==> src/rtl/i8080_fetch_unit.sv <==
`default_nettype none
// ============================================================================
// Module   : i8080_fetch_unit
// Purpose  : Byte-wide prefetch front end for the 8080 core. Bytes are read
//            one at a time into a small shift queue. The head byte is length
//            decoded, and whole 1/2/3-byte instructions are handed to decode
//            over a valid/ready handshake. A PC redirect flushes the queue.
//            Read data already in flight when the redirect happens is dropped
//            by an epoch tag.
// Ports    : clk, rst_n            clock / async active-low reset
//            mem_rd_en, mem_addr   byte read request (one in flight at most)
//            mem_rdata             read data, one cycle after the request
//            redir_valid/redir_pc  load new PC and flush
//            ins_valid/ins_ready   instruction handshake
//            ins_opcode/imm/len/pc presented instruction
//            halted                fetch stopped on HLT (optional feature)
// Options  : I8080_FETCH_HLT_STOP_EN - when defined, accepting HLT (0x76)
//            stops fetch until the next redirect or reset.
// Revision : 1.0 - initial release
// ============================================================================
module i8080_fetch_unit #(
  parameter int unsigned ADDR_W   = 16,
  parameter int unsigned QDEPTH   = 4,
  parameter int unsigned RESET_PC = 0
) (
  input  logic              clk,
  input  logic              rst_n,
  output logic              mem_rd_en,
  output logic [ADDR_W-1:0] mem_addr,
  input  logic [7:0]        mem_rdata,
  input  logic              redir_valid,
  input  logic [ADDR_W-1:0] redir_pc,
  output logic              ins_valid,
  input  logic              ins_ready,
  output logic [7:0]        ins_opcode,
  output logic [15:0]       ins_imm,
  output logic [1:0]        ins_len,
  output logic [ADDR_W-1:0] ins_pc,
  output logic              halted
);

  localparam int unsigned       CNT_W      = $clog2(QDEPTH + 1);
  localparam logic [ADDR_W-1:0] C_RESET_PC = ADDR_W'(RESET_PC);
  localparam logic [CNT_W:0]    C_QDEPTH   = (CNT_W + 1)'(QDEPTH);

  logic [7:0]        r_q [QDEPTH];
  logic [7:0]        w_q_next [QDEPTH];
  logic [CNT_W-1:0]  r_count;
  logic [CNT_W-1:0]  w_count_next;
  logic [CNT_W-1:0]  w_wr_idx;
  logic [CNT_W:0]    w_occ;
  logic              r_inflight;
  logic              r_inflight_epoch;
  logic              r_epoch;
  logic [ADDR_W-1:0] r_fetch_pc;
  logic [ADDR_W-1:0] r_head_pc;
  logic [1:0]        w_len;
  logic [1:0]        w_pop_n;
  logic              w_pop;
  logic              w_push;
  logic              w_halted;

  // 8080 instruction length from the opcode byte.
  function automatic logic [1:0] decode_len(input logic [7:0] op);
    logic [1:0] len;
    len = 2'd1;
    if (((op & 8'hCF) == 8'h01) ||                       // LXI rp
        (op == 8'h22) || (op == 8'h2A) ||                // SHLD / LHLD
        (op == 8'h32) || (op == 8'h3A) ||                // STA / LDA
        (op == 8'hC3) || (op == 8'hCB) ||                // JMP (+alias)
        ((op & 8'hC7) == 8'hC2) ||                       // Jccc
        ((op & 8'hCF) == 8'hCD) ||                       // CALL + aliases
        ((op & 8'hC7) == 8'hC4))                         // Cccc
      len = 2'd3;
    else if (((op & 8'hC7) == 8'h06) ||                  // MVI r
             ((op & 8'hC7) == 8'hC6) ||                  // ALU immediate
             (op == 8'hDB) || (op == 8'hD3))             // IN / OUT
      len = 2'd2;
    return len;
  endfunction

  assign w_len      = decode_len(r_q[0]);
  assign ins_valid  = !w_halted && (r_count >= CNT_W'(w_len));
  assign ins_opcode = r_q[0];
  assign ins_len    = w_len;
  assign ins_pc     = r_head_pc;
  assign halted     = w_halted;

  always_comb begin
    ins_imm = 16'h0000;
    case (w_len)
      2'd3:    ins_imm = {r_q[2], r_q[1]};
      2'd2:    ins_imm = {8'h00, r_q[1]};
      default: ins_imm = 16'h0000;
    endcase
  end

  // Issue is based on registered occupancy only, so a pop in this cycle
  // does not open a slot until the next one. Gating with rst_n keeps the
  // request low while reset is held; the first request goes out in the
  // first cycle after release.
  assign w_occ     = {1'b0, r_count} + {{CNT_W{1'b0}}, r_inflight};
  assign mem_rd_en = rst_n && !w_halted && (w_occ < C_QDEPTH);
  assign mem_addr  = r_fetch_pc;

  // Returned data is kept only if no redirect happened since it was issued.
  assign w_push   = r_inflight && (r_inflight_epoch == r_epoch) && !w_halted;
  assign w_pop    = ins_valid && ins_ready;
  assign w_pop_n  = w_pop ? w_len : 2'd0;
  assign w_wr_idx = r_count - CNT_W'(w_pop_n);

  // Shift the queue down by the popped length and write the returning byte
  // just past the surviving entries.
  always_comb begin
    for (int i = 0; i < int'(QDEPTH); i++) begin
      if ((i + int'(w_pop_n)) < int'(QDEPTH))
        w_q_next[i] = r_q[i + int'(w_pop_n)];
      else
        w_q_next[i] = r_q[i];
      if (w_push && (i == int'(w_wr_idx)))
        w_q_next[i] = mem_rdata;
    end
  end

  assign w_count_next = r_count - CNT_W'(w_pop_n) + CNT_W'(w_push);

  always_ff @(posedge clk or negedge rst_n) begin
    if (!rst_n) begin
      for (int i = 0; i < int'(QDEPTH); i++) r_q[i] <= 8'h00;
      r_count          <= '0;
      r_inflight       <= 1'b0;
      r_inflight_epoch <= 1'b0;
      r_epoch          <= 1'b0;
      r_fetch_pc       <= C_RESET_PC;
      r_head_pc        <= C_RESET_PC;
    end else begin
      r_q              <= w_q_next;
      r_inflight       <= mem_rd_en;
      r_inflight_epoch <= r_epoch;
      if (redir_valid) begin
        r_count    <= '0;
        r_fetch_pc <= redir_pc;
        r_head_pc  <= redir_pc;
        r_epoch    <= ~r_epoch;
      end else begin
        r_count <= w_count_next;
        if (mem_rd_en) r_fetch_pc <= r_fetch_pc + ADDR_W'(1);
        if (w_pop)     r_head_pc  <= r_head_pc + ADDR_W'(w_len);
      end
    end
  end

`ifdef I8080_FETCH_HLT_STOP_EN
  logic r_halted;

  always_ff @(posedge clk or negedge rst_n) begin
    if (!rst_n)
      r_halted <= 1'b0;
    else if (redir_valid)
      r_halted <= 1'b0;
    else if (w_pop && (r_q[0] == 8'h76))
      r_halted <= 1'b1;
  end

  assign w_halted = r_halted;
`else
  assign w_halted = 1'b0;
`endif

endmodule
`default_nettype wire

==> config.mk <==
export PLATFORM = sky130hd
export DESIGN_NAME = i8080_fetch_unit
export DESIGN_NICKNAME = d
export VERILOG_FILES = /design/src/rtl/i8080_fetch_unit.sv
export SDC_FILE = /design/constraint.sdc
export NUM_CORES = 1
export LEC_CHECK = 0
export BUFFER_PORTS_ARGS = -buffer_cell sky130_fd_sc_hd__buf_2
export CORE_MARGIN = 2
export CORE_UTILIZATION = 35
export CTS_CLUSTER_DIAMETER = 200
export DETAILED_ROUTE_END_ITERATION = 7
export SKIP_CTS_REPAIR_TIMING = 1
export SLEW_MARGIN = 10
export SYNTH_ARGS = -nofsm -noshare
export SYNTH_HDL_FRONTEND = slang
export SYNTH_SLANG_ARGS = --single-unit
export TNS_END_PERCENT = 30
==> constraint.sdc <==
create_clock -name clk -period 12.7 [get_ports clk]
set_clock_uncertainty 0.15 [all_clocks]
set_input_delay 1.905 -clock clk [delete_from_list [all_inputs] [get_ports clk]]
set_output_delay 1.905 -clock clk [all_outputs]
set_load 0.05 [all_outputs]
**Word level (Yosys, flattened, before mapping)**

Cells that the tools add are included.

- Equal/unequal tests: 20
- Bitwise logic cells: 5
- Add/subtract/negate cells: 8
- Reductions and logical operators: 26
- Mux-type cells: 29
- Order comparisons: 10

Operators with widths:

| cell | count |
|---|---|
| >= comparator 32 x 3 -> 1 bit, second input constant | 4 |
| 2-to-1 mux 8 bit | 16 |
| less-than comparator 32 x 4 -> 1 bit, second input constant | 3 |
| NOT 3 -> 32 bit | 3 |
| binary-select mux 8 bit (select 2 bit) | 4 |
| 2-to-1 mux 16 bit | 4 |
| == test 8 x 6 -> 1 bit, second input constant | 4 |
| == test 8 bit, second input constant | 4 |
| NOT 2 -> 32 bit | 1 |
| case mux 16 bit (2 select lines) | 1 |
| adder 16 x 1 -> 16 bit, second input constant | 1 |
| adder 16 x 2 -> 16 bit | 1 |
| == test 5 bit, second input constant | 3 |
| logical OR 1 bit | 12 |
| nonzero test 2 bit | 6 |
| logical AND 1 bit | 7 |
| adder 2 x 2 -> 3 bit, first input constant | 2 |
| == test 3 bit, first input constant | 2 |
| == test 6 x 1 -> 1 bit, second input constant | 1 |
| == test 6 bit, second input constant | 1 |
| 2-to-1 mux 2 bit | 3 |
| == test 5 x 3 -> 1 bit, second input constant | 1 |
| adder 3 x 1 -> 4 bit | 1 |
| == test 2 bit, second input constant | 2 |
| 11 further kinds | 11 |

- Input bits: 28
- Register bits after elaboration: 70
- Output and inout port bits: 61
- Logic and storage cells: 108

**Longest topological paths before layout**

Gate-level depths: netlist of run 1.

- Word-level depth: 21
- Gate-level depth with buffers: 20
- Gate-level depth less buffers: 14

**Least setup slack after synthesis of run 1**

OpenSTA, ideal clock, no wires.

- Path kind: register -> register
- Start: reg r_q (netlist bit ins_opcode[0])
- End: reg r_q[6] (netlist name)
- Path buffers: 6
- Period minus slack after synthesis: 5.195 ns
- Setup slack: 7.505 ns
- Library setup time: 0.120 ns
- Arrival: 4.925 ns
- Data required time: 12.430 ns
- Stages on the path, launching flop included: 21
- Cells stage by stage: dfrtp_1 and2b_1 a2bb2oi_1 o41ai_1 nor2_1 buf_2 ha_1 a211o_1 clkbuf_1 and3_4 buf_12 buf_6 ha_1 fa_1 xor2_1 nor2_1 nand3b_1 buf_1 clkbuf_1 mux2i_1 a31o_1

- Cells in the longest elaborated chain, start to end: 21
- Elaborated cells on any way between the ends: 43
- Classes of those cells: 2 x add/sub; 2 x order compare; 15 x eq/ne; 8 x mux; 1 x bitwise; 15 x reduce/logical

Ends and longest elaborated chain:

| what | RTL line | source |
|---|---|---|
| start, declared | 46 | `logic [7:0] r_q [QDEPTH];` |
| start signal, assigned | 137 | `r_q <= w_q_next;` |
| == test 8 x 6 -> 1 bit or == test 6 x 1 -> 1 bit (tied branches) | 68, 67 |  |
| logical OR 1 bit | 67 | `if (((op & 8'hCF) == 8'h01) \|\|` |
| logical OR 1 bit (2 in a row) | 68 | `(op == 8'h22) \|\| (op == 8'h2A) \|\|` |
| logical OR 1 bit (2 in a row) | 69 | `(op == 8'h32) \|\| (op == 8'h3A) \|\|` |
| logical OR 1 bit (2 in a row) | 70 | `(op == 8'hC3) \|\| (op == 8'hCB) \|\|` |
| logical OR 1 bit | 71 | `((op & 8'hC7) == 8'hC2) \|\|` |
| logical OR 1 bit | 72 | `((op & 8'hCF) == 8'hCD) \|\|` |
| 2-to-1 mux 2 bit (*) | 67 |  |
| >= comparator 3 x 2 -> 1 bit | 83 | `assign ins_valid = !w_halted && (r_count >= CNT_W'(w_len));` |
| logical AND 1 bit | 108 | `assign w_pop = ins_valid && ins_ready;` |
| 2-to-1 mux 2 bit (*) | 109 | `assign w_pop_n = w_pop ? w_len : 2'd0;` |
| parallel branches: the longest is 7 deep, another holds less-than comparator 32 x 4 -> 1 bit | n/a |  |

Every way passes the cells marked *. The select of a mux whose other input is x is not followed.
A chain may end at the register's enable or synchronous reset.

==> flow_metrics.py, run 1 <==
metrics = {
    "global_route": {
        "grt_overflow": 0,
        "grt_max_degree": 55,
        "grt_pass1_vias": 3834,
        "grt.total_usage_pct": 18.43,
        "grt_pass1_wl_um": 20480,
        "antenna_found_initial": 0,
    },
    "flow_run": {
        "maxCapViolCount": 0,
    },
    "sta": {
        "tns_ns": 0,
        "grt_setup_unrepaired": "no",
        "max_freq_ghz": 0.1849,
        "slew_headroom_pct": 17.00,
        "maxSlewViolCount": 0,
        "worst_slack_ns": 7.292,
        "period_needed_ns": 5.408,
        "fin_crit_sh_pct": 42.58,
        "hold_ws_ns": 0.2957,
        "setup_viol": 0,
        "finalHoldViolations": 0,
        "worst_pin_slew_ns": 1.239,
    },
    "synthesis": {
        "ys.warnings.count": 0,
        "yosysSeqAreaShare_pct": 37.95,
        "synth_edf_count": 0,
        "synthArstFlopShare_pct": 100.0,
        "syn_area_sq_mm": 0.004616,
        "ys.flop_type": "dfrtp_1",
        "avgSynthCellArea_sq_um": 10.14,
        "netlist_instances": 455,
        "synth_seq_cells": 70,
        "yosysUniqueCellTypes": 56,
        "synth_nets": 494,
    },
    "floorplan": {
        "rows": 41,
        "start_util_pct": 36.28,
        "core_area_sq_mm": 0.01272,
        "io_pins": 89,
        "die-area_sq_mm": 0.01412,
        "fp.dieH_um": 118.8,
        "die_w_um": 118.8,
    },
    "cts": {
        "htreeDepth": 3,
        "cts_tree": "done",
        "cts.sink_count": 70,
        "clk_latency_ns": 0.34,
        "cts.path.max_buffers": 2,
        "numCtsBuffers": 9,
        "cts-root-buf": "clkbuf_16",
        "clk_pin_slew_worst_paths_ns": 0.06,
    },
    "worst_setup_path": {
        "path_cells": "and4b_1, a32o_1, inv_4, ha_1, nand2b_1, a211o_1, nand2_1, nor2_1, fa_1, nand2_1, nor3_2, nand2b_1, o221ai_1",
        "crit_family": "simple AND/OR/NAND/NOR gates",
        "cp_slowest_cell": "nor3_2",
        "r2r_slack_ns": 7.29,
        "critPathMaxStageDelay_ns": 0.80,
        "cp.required_ns": 12.72,
        "path_buf_inv": 1,
        "critPathLaunchType": "flop",
        "cp-end-kind": "flop",
        "worstPathMaxFanout": 19,
        "critPathKind": "reg2reg",
        "arrival_ns": 5.42,
    },
    "finish": {
        "nets": 559,
        "n_antenna_cell": 0,
        "layout_commonest_cell": "buf_2",
        "area.growth.synth_to_final_pct": 17.67,
        "final_cell_mix": "87 x buf_2, 70 x dfrtp_1, 28 x nand2_1",
        "layout-drive-gt1-share_pct": 27.05,
        "utilization_pct": 42.69,
    },
    "worst_hold_path": {
        "hold_class": "reg2reg",
    },
    "placed_design": {
        "io_buffers": 87,
        "dp_hpwl_um": 8648,
        "gp_congestion": 0.8510,
        "place_ws_ns": 7.289,
    },
    "route": {
        "firstDrtPassIters": 5,
        "via_per_inst": 5.458,
        "ant_nets": 0,
        "drtIter0Drc": 204,
        "post-route-drc-count": 0,
        "num_vias": 3804,
        "wl_per_cell_um": 17.96,
        "wl_um": 12520,
    },
    "outcome": {
        "outcome": "complete, no violations",
    },
    "power_and_ir_drop": {
        "swShare_pct": 44.65,
        "clockPowerShare_pct": 21.3,
        "power_density_mw_per_mm2": 242.1,
        "comb_power_share_pct": 50.8,
        "cell_internal_pwr_mw": 0.7280,
        "p_sw_mw": 0.5872,
        "seqPwrFrac_pct": 27.9,
        "p_leak_nw": 2.595,
        "ir_drop_mv": 0.1361,
    },
}
area by class of cell:
class,count,area (sq um)
repair buffers,90,457.9
well taps,172,215.2
fillers,1298,7291
flip-flops and latches,70,1752
clock buffers,11,252.7
clock inverters,5,81.33
multi-input cells,329,2587
inverters,20,85.08
synth_stat cells, types with 12 or more instances:
master    instances  share of area [%]
nand4_1          19                2.6
inv_1            17                1.4
a31oi_1          15                2.0
nand3_1          18                2.0
dfrtp_1          70                 38
nand2b_1         14                1.9
nor2_1           22                1.8
nand2_1          28                2.3
mux2_2           12                2.9
clkbuf_1         16                1.3
mux2i_1          26                5.6
xnor2_1          12                2.3
xor2_1           14                2.7
o21ai_0          14                1.5
worst paths after layout:
path,to,cells after the start,startpoint
max reg2reg,ins_opcode[6],13,ins_opcode[2]
max in group asynchronous,ins_pc[6],2,rst_n
min reg2reg,r_inflight_epoch,0,r_epoch
min in group asynchronous,r_q[23],1,rst_n
min,r_inflight_epoch,0,r_epoch
max,ins_opcode[6],13,ins_opcode[2]
sequential cells by signal (all words and copies together) (netlist names):
register / count
ins_pc: 16
ins_opcode: 8
r_epoch: 1
r_inflight_epoch: 1
mem_addr: 16
r_count: 3
r_q: 24
r_inflight: 1
cell families after synthesis:
kind of cell | after synthesis | share of synthesized area (%)
XOR/XNOR | 26 | 4.934
other | 1 | 0.08124
adder cells (fa/ha/maj) | 11 | 3.307
AO/OA/AOI/OAI | 86 | 12.98
flip-flops | 70 | 37.95
multiplexers | 54 | 16.86
buffers and inverters | 56 | 6.262
AND/OR/NAND/NOR | 151 | 17.62
power by group through the flow:
stage	sequential (mW)	combinational, mW	clock, mW
after floorplan	0.399	0.498	0
after global placement	0.366	0.658	0
after detailed placement	0.369	0.669	0
after CTS	0.365	0.673	0.287
after global routing	0.379	0.725	0.296
final	0.366	0.669	0.280
stage by stage:
stage | total power, mW | std cells | area, sq um
after floorplan | 0.8974 | 455 | 4616
after global placement | 1.024 | 681 | 5097
after detailed placement | 1.038 | 681 | 5097
after CTS | 1.325 | 697 | 5431
after global routing | 1.400 | 697 | 5431
final | 1.315 | 697 | 5431
metal layers:
metal	track usage, %	vias to the layer above	wire [um]
met4	5.208	0	165
li1	-	1789	-
met5	0	-	0
met2	28.02	113	5721
met1	25.35	1890	5833
met3	5.747	12	799
No activity file was read; power rests on OpenSTA's default activity.
==> inputs of run 2 (changes only) <==
==> constraint.sdc (replaced) <==
create_clock -name clk -period 5.25 [get_ports clk]
set_clock_uncertainty 0.15 [all_clocks]
set_input_delay 0.7875 -clock clk [delete_from_list [all_inputs] [get_ports clk]]
set_output_delay 0.7875 -clock clk [all_outputs]
set_load 0.05 [all_outputs]
==> run 2 against run 1 <==
- register-to-register slack worse by 6.8 ns
- critical path depth grew 2
- global-route usage is 0.058 points higher
- sequential share of layout area hardly changed
- non-clock buffer count up 5
- clock power is 120% higher
- critical path type unchanged
- largest power group unchanged
- highest routed layer unchanged
==> flow_metrics.py, run 2 (same netlist as run 1, synthesis figures left out) <==
metrics = {
    "outcome": {
        "outcome": "complete, no violations",
    },
    "sta": {
        "fin_crit_sh_pct": 90.72,
        "slew_headroom_pct": 28.52,
        "max_freq_ghz": 0.2100,
        "setup_viol": 0,
        "tns_ns": 0,
        "period_needed_ns": 4.763,
        "finalHoldViolations": 0,
        "grt_setup_unrepaired": "no",
        "hold_ws_ns": 0.2879,
        "worst_pin_slew_ns": 1.067,
        "maxSlewViolCount": 0,
    },
    "route": {
        "firstDrtPassIters": 5,
        "wl_um": 12600,
        "wl_per_cell_um": 17.98,
        "ant_nets": 0,
        "num_vias": 3845,
        "via_per_inst": 5.485,
        "drtIter0Drc": 231,
        "post-route-drc-count": 0,
    },
    "power_and_ir_drop": {
        "p_sw_mw": 1.435,
        "comb_power_share_pct": 52.3,
        "power_density_mw_per_mm2": 581.6,
        "swShare_pct": 45.49,
        "seqPwrFrac_pct": 28.3,
        "cell_internal_pwr_mw": 1.720,
        "p_leak_nw": 2.599,
        "clockPowerShare_pct": 19.3,
        "p_total_mw": 3.155,
        "ir_drop_mv": 0.2190,
    },
    "worst_setup_path": {
        "path_cells": "and4b_1, a32o_1, inv_4, ha_1, nand2b_1, a211o_1, and3_4, ha_1, fa_1, xor2_1, nor2_1, nand3b_1, buf_4, mux2i_1, a31o_2",
        "r2r_slack_ns": 0.49,
        "worstPathMaxFanout": 19,
        "cp_common_cell": "ha_1",
        "worstReg2RegStart": "ins_opcode[7]",
        "critPathKind": "reg2reg",
        "cp.required_ns": 5.33,
        "critPathMaxStageDelay_ns": 0.52,
        "timing.rr.end": "r_q[5]",
        "ff2ff_path_depth": 15,
        "cp-end-kind": "flop",
        "arrival_ns": 4.84,
        "critPathLaunchType": "flop",
        "cp_slowest_cell": "dfrtp_1",
        "crit_end": "r_q[5]",
        "cp-startpoint": "ins_opcode[7]",
    },
    "global_route": {
        "gr-usage-met2_pct": 28.34,
        "grt_pass1_wl_um": 20510,
        "grt_max_degree": 71,
        "grt.total_usage_pct": 18.49,
        "grt_busiest_layer": "met2",
        "grt_pass1_vias": 3887,
        "grt_overflow": 0,
        "use_met1_pct": 24.63,
        "met3_usage_pct": 4.406,
        "antenna_found_initial": 0,
    },
    "finish": {
        "final_cell_mix": "87 x buf_2, 70 x dfrtp_1, 28 x nand2_1",
        "largest_register": "r_q",
        "postLayoutCellArea_sq_mm": 0.005425,
        "n_antenna_cell": 0,
        "area.growth.synth_to_final_pct": 17.54,
        "nets": 564,
        "layout-drive-gt1-share_pct": 27.41,
        "largest_reg_flops": 24,
        "layout_commonest_cell": "buf_2",
    },
    "cts": {
        "cts-root-buf": "clkbuf_16",
        "clk_pin_slew_worst_paths_ns": 0.06,
        "cts.path.max_buffers": 2,
        "htreeDepth": 3,
        "clk_latency_ns": 0.34,
        "numCtsBuffers": 9,
        "cts_tree": "done",
        "cts.sink_count": 70,
    },
    "floorplan": {
        "die_w_um": 118.8,
        "rows": 41,
        "fp.dieH_um": 118.8,
        "die-area_sq_mm": 0.01412,
        "core_area_sq_mm": 0.01272,
        "io_pins": 89,
        "start_util_pct": 36.28,
    },
    "placed_design": {
        "io_buffers": 87,
        "gp_congestion": 0.8514,
        "placed_cell_area_sq_mm": 0.005135,
        "dp_hpwl_um": 8812,
    },
    "worst_hold_path": {
        "hold_class": "reg2reg",
    },
    "flow_run": {
        "maxCapViolCount": 0,
    },
}
run 2: layout make-up:
class | instances | area, sq um
clock buffers | 11 | 242.7
flip-flops and latches | 70 | 1752
repair buffers | 95 | 495.5
clock inverters | 4 | 47.55
inverters | 20 | 85.08
well taps | 172 | 215.2
multi-input cells | 329 | 2587
fillers | 1271 | 7297
run 2: critical path: cells and delay by family, from the launching register on:
kind | cells | cell delay [ns]
XOR/XNOR | 1 | 0.20
adder cells (fa/ha/maj) | 3 | 0.90
multiplexers | 1 | 0.12
buffers and inverters | 2 | 0.42
AND/OR/NAND/NOR | 5 | 1.34
flip-flops | 1 | 0.52
AO/OA/AOI/OAI | 3 | 0.98
run 2: worst min path at each step:
stage            start                to  slack [ns]  cells past startpoint
2_1_floorplan  r_epoch  r_inflight_epoch        0.26                      0
3_3_place_gp   r_epoch  r_inflight_epoch        0.27                      0
3_5_place_dp   r_epoch  r_inflight_epoch        0.28                      0
4_1_cts        r_epoch  r_inflight_epoch        0.30                      0
5_1_grt        r_epoch  r_inflight_epoch        0.32                      0
6_report       r_epoch  r_inflight_epoch        0.29                      0
run 2: through the flow:
stage               std cells  worst slack (ns)  util (%)
finish                    701            0.4870     42.64
global route              701            0.2028     42.64
CTS                       701            0.5403     42.64
detailed placement        686            0.5669     40.36
global placement          686            0.7248     40.36
floorplan                 455           0.05549         -
run 2: power groups by stage:
stage	sequential, mW	combinational, mW	clock, mW
floorplan	0.966	1.20	0
global placement	0.888	1.63	0
detailed placement	0.896	1.65	0
CTS	0.890	1.66	0.624
global route	0.920	1.78	0.647
finish	0.894	1.65	0.610
run 2: per-layer routing:
layer | up-vias | part of all wire [%] | routed length (um)
li1 | 1798 | - | -
met1 | 1882 | 46 | 5745
met2 | 145 | 45 | 5681
met3 | 20 | 7.0 | 879
met4 | 0 | 2.3 | 296
met5 | - | 0 | 0
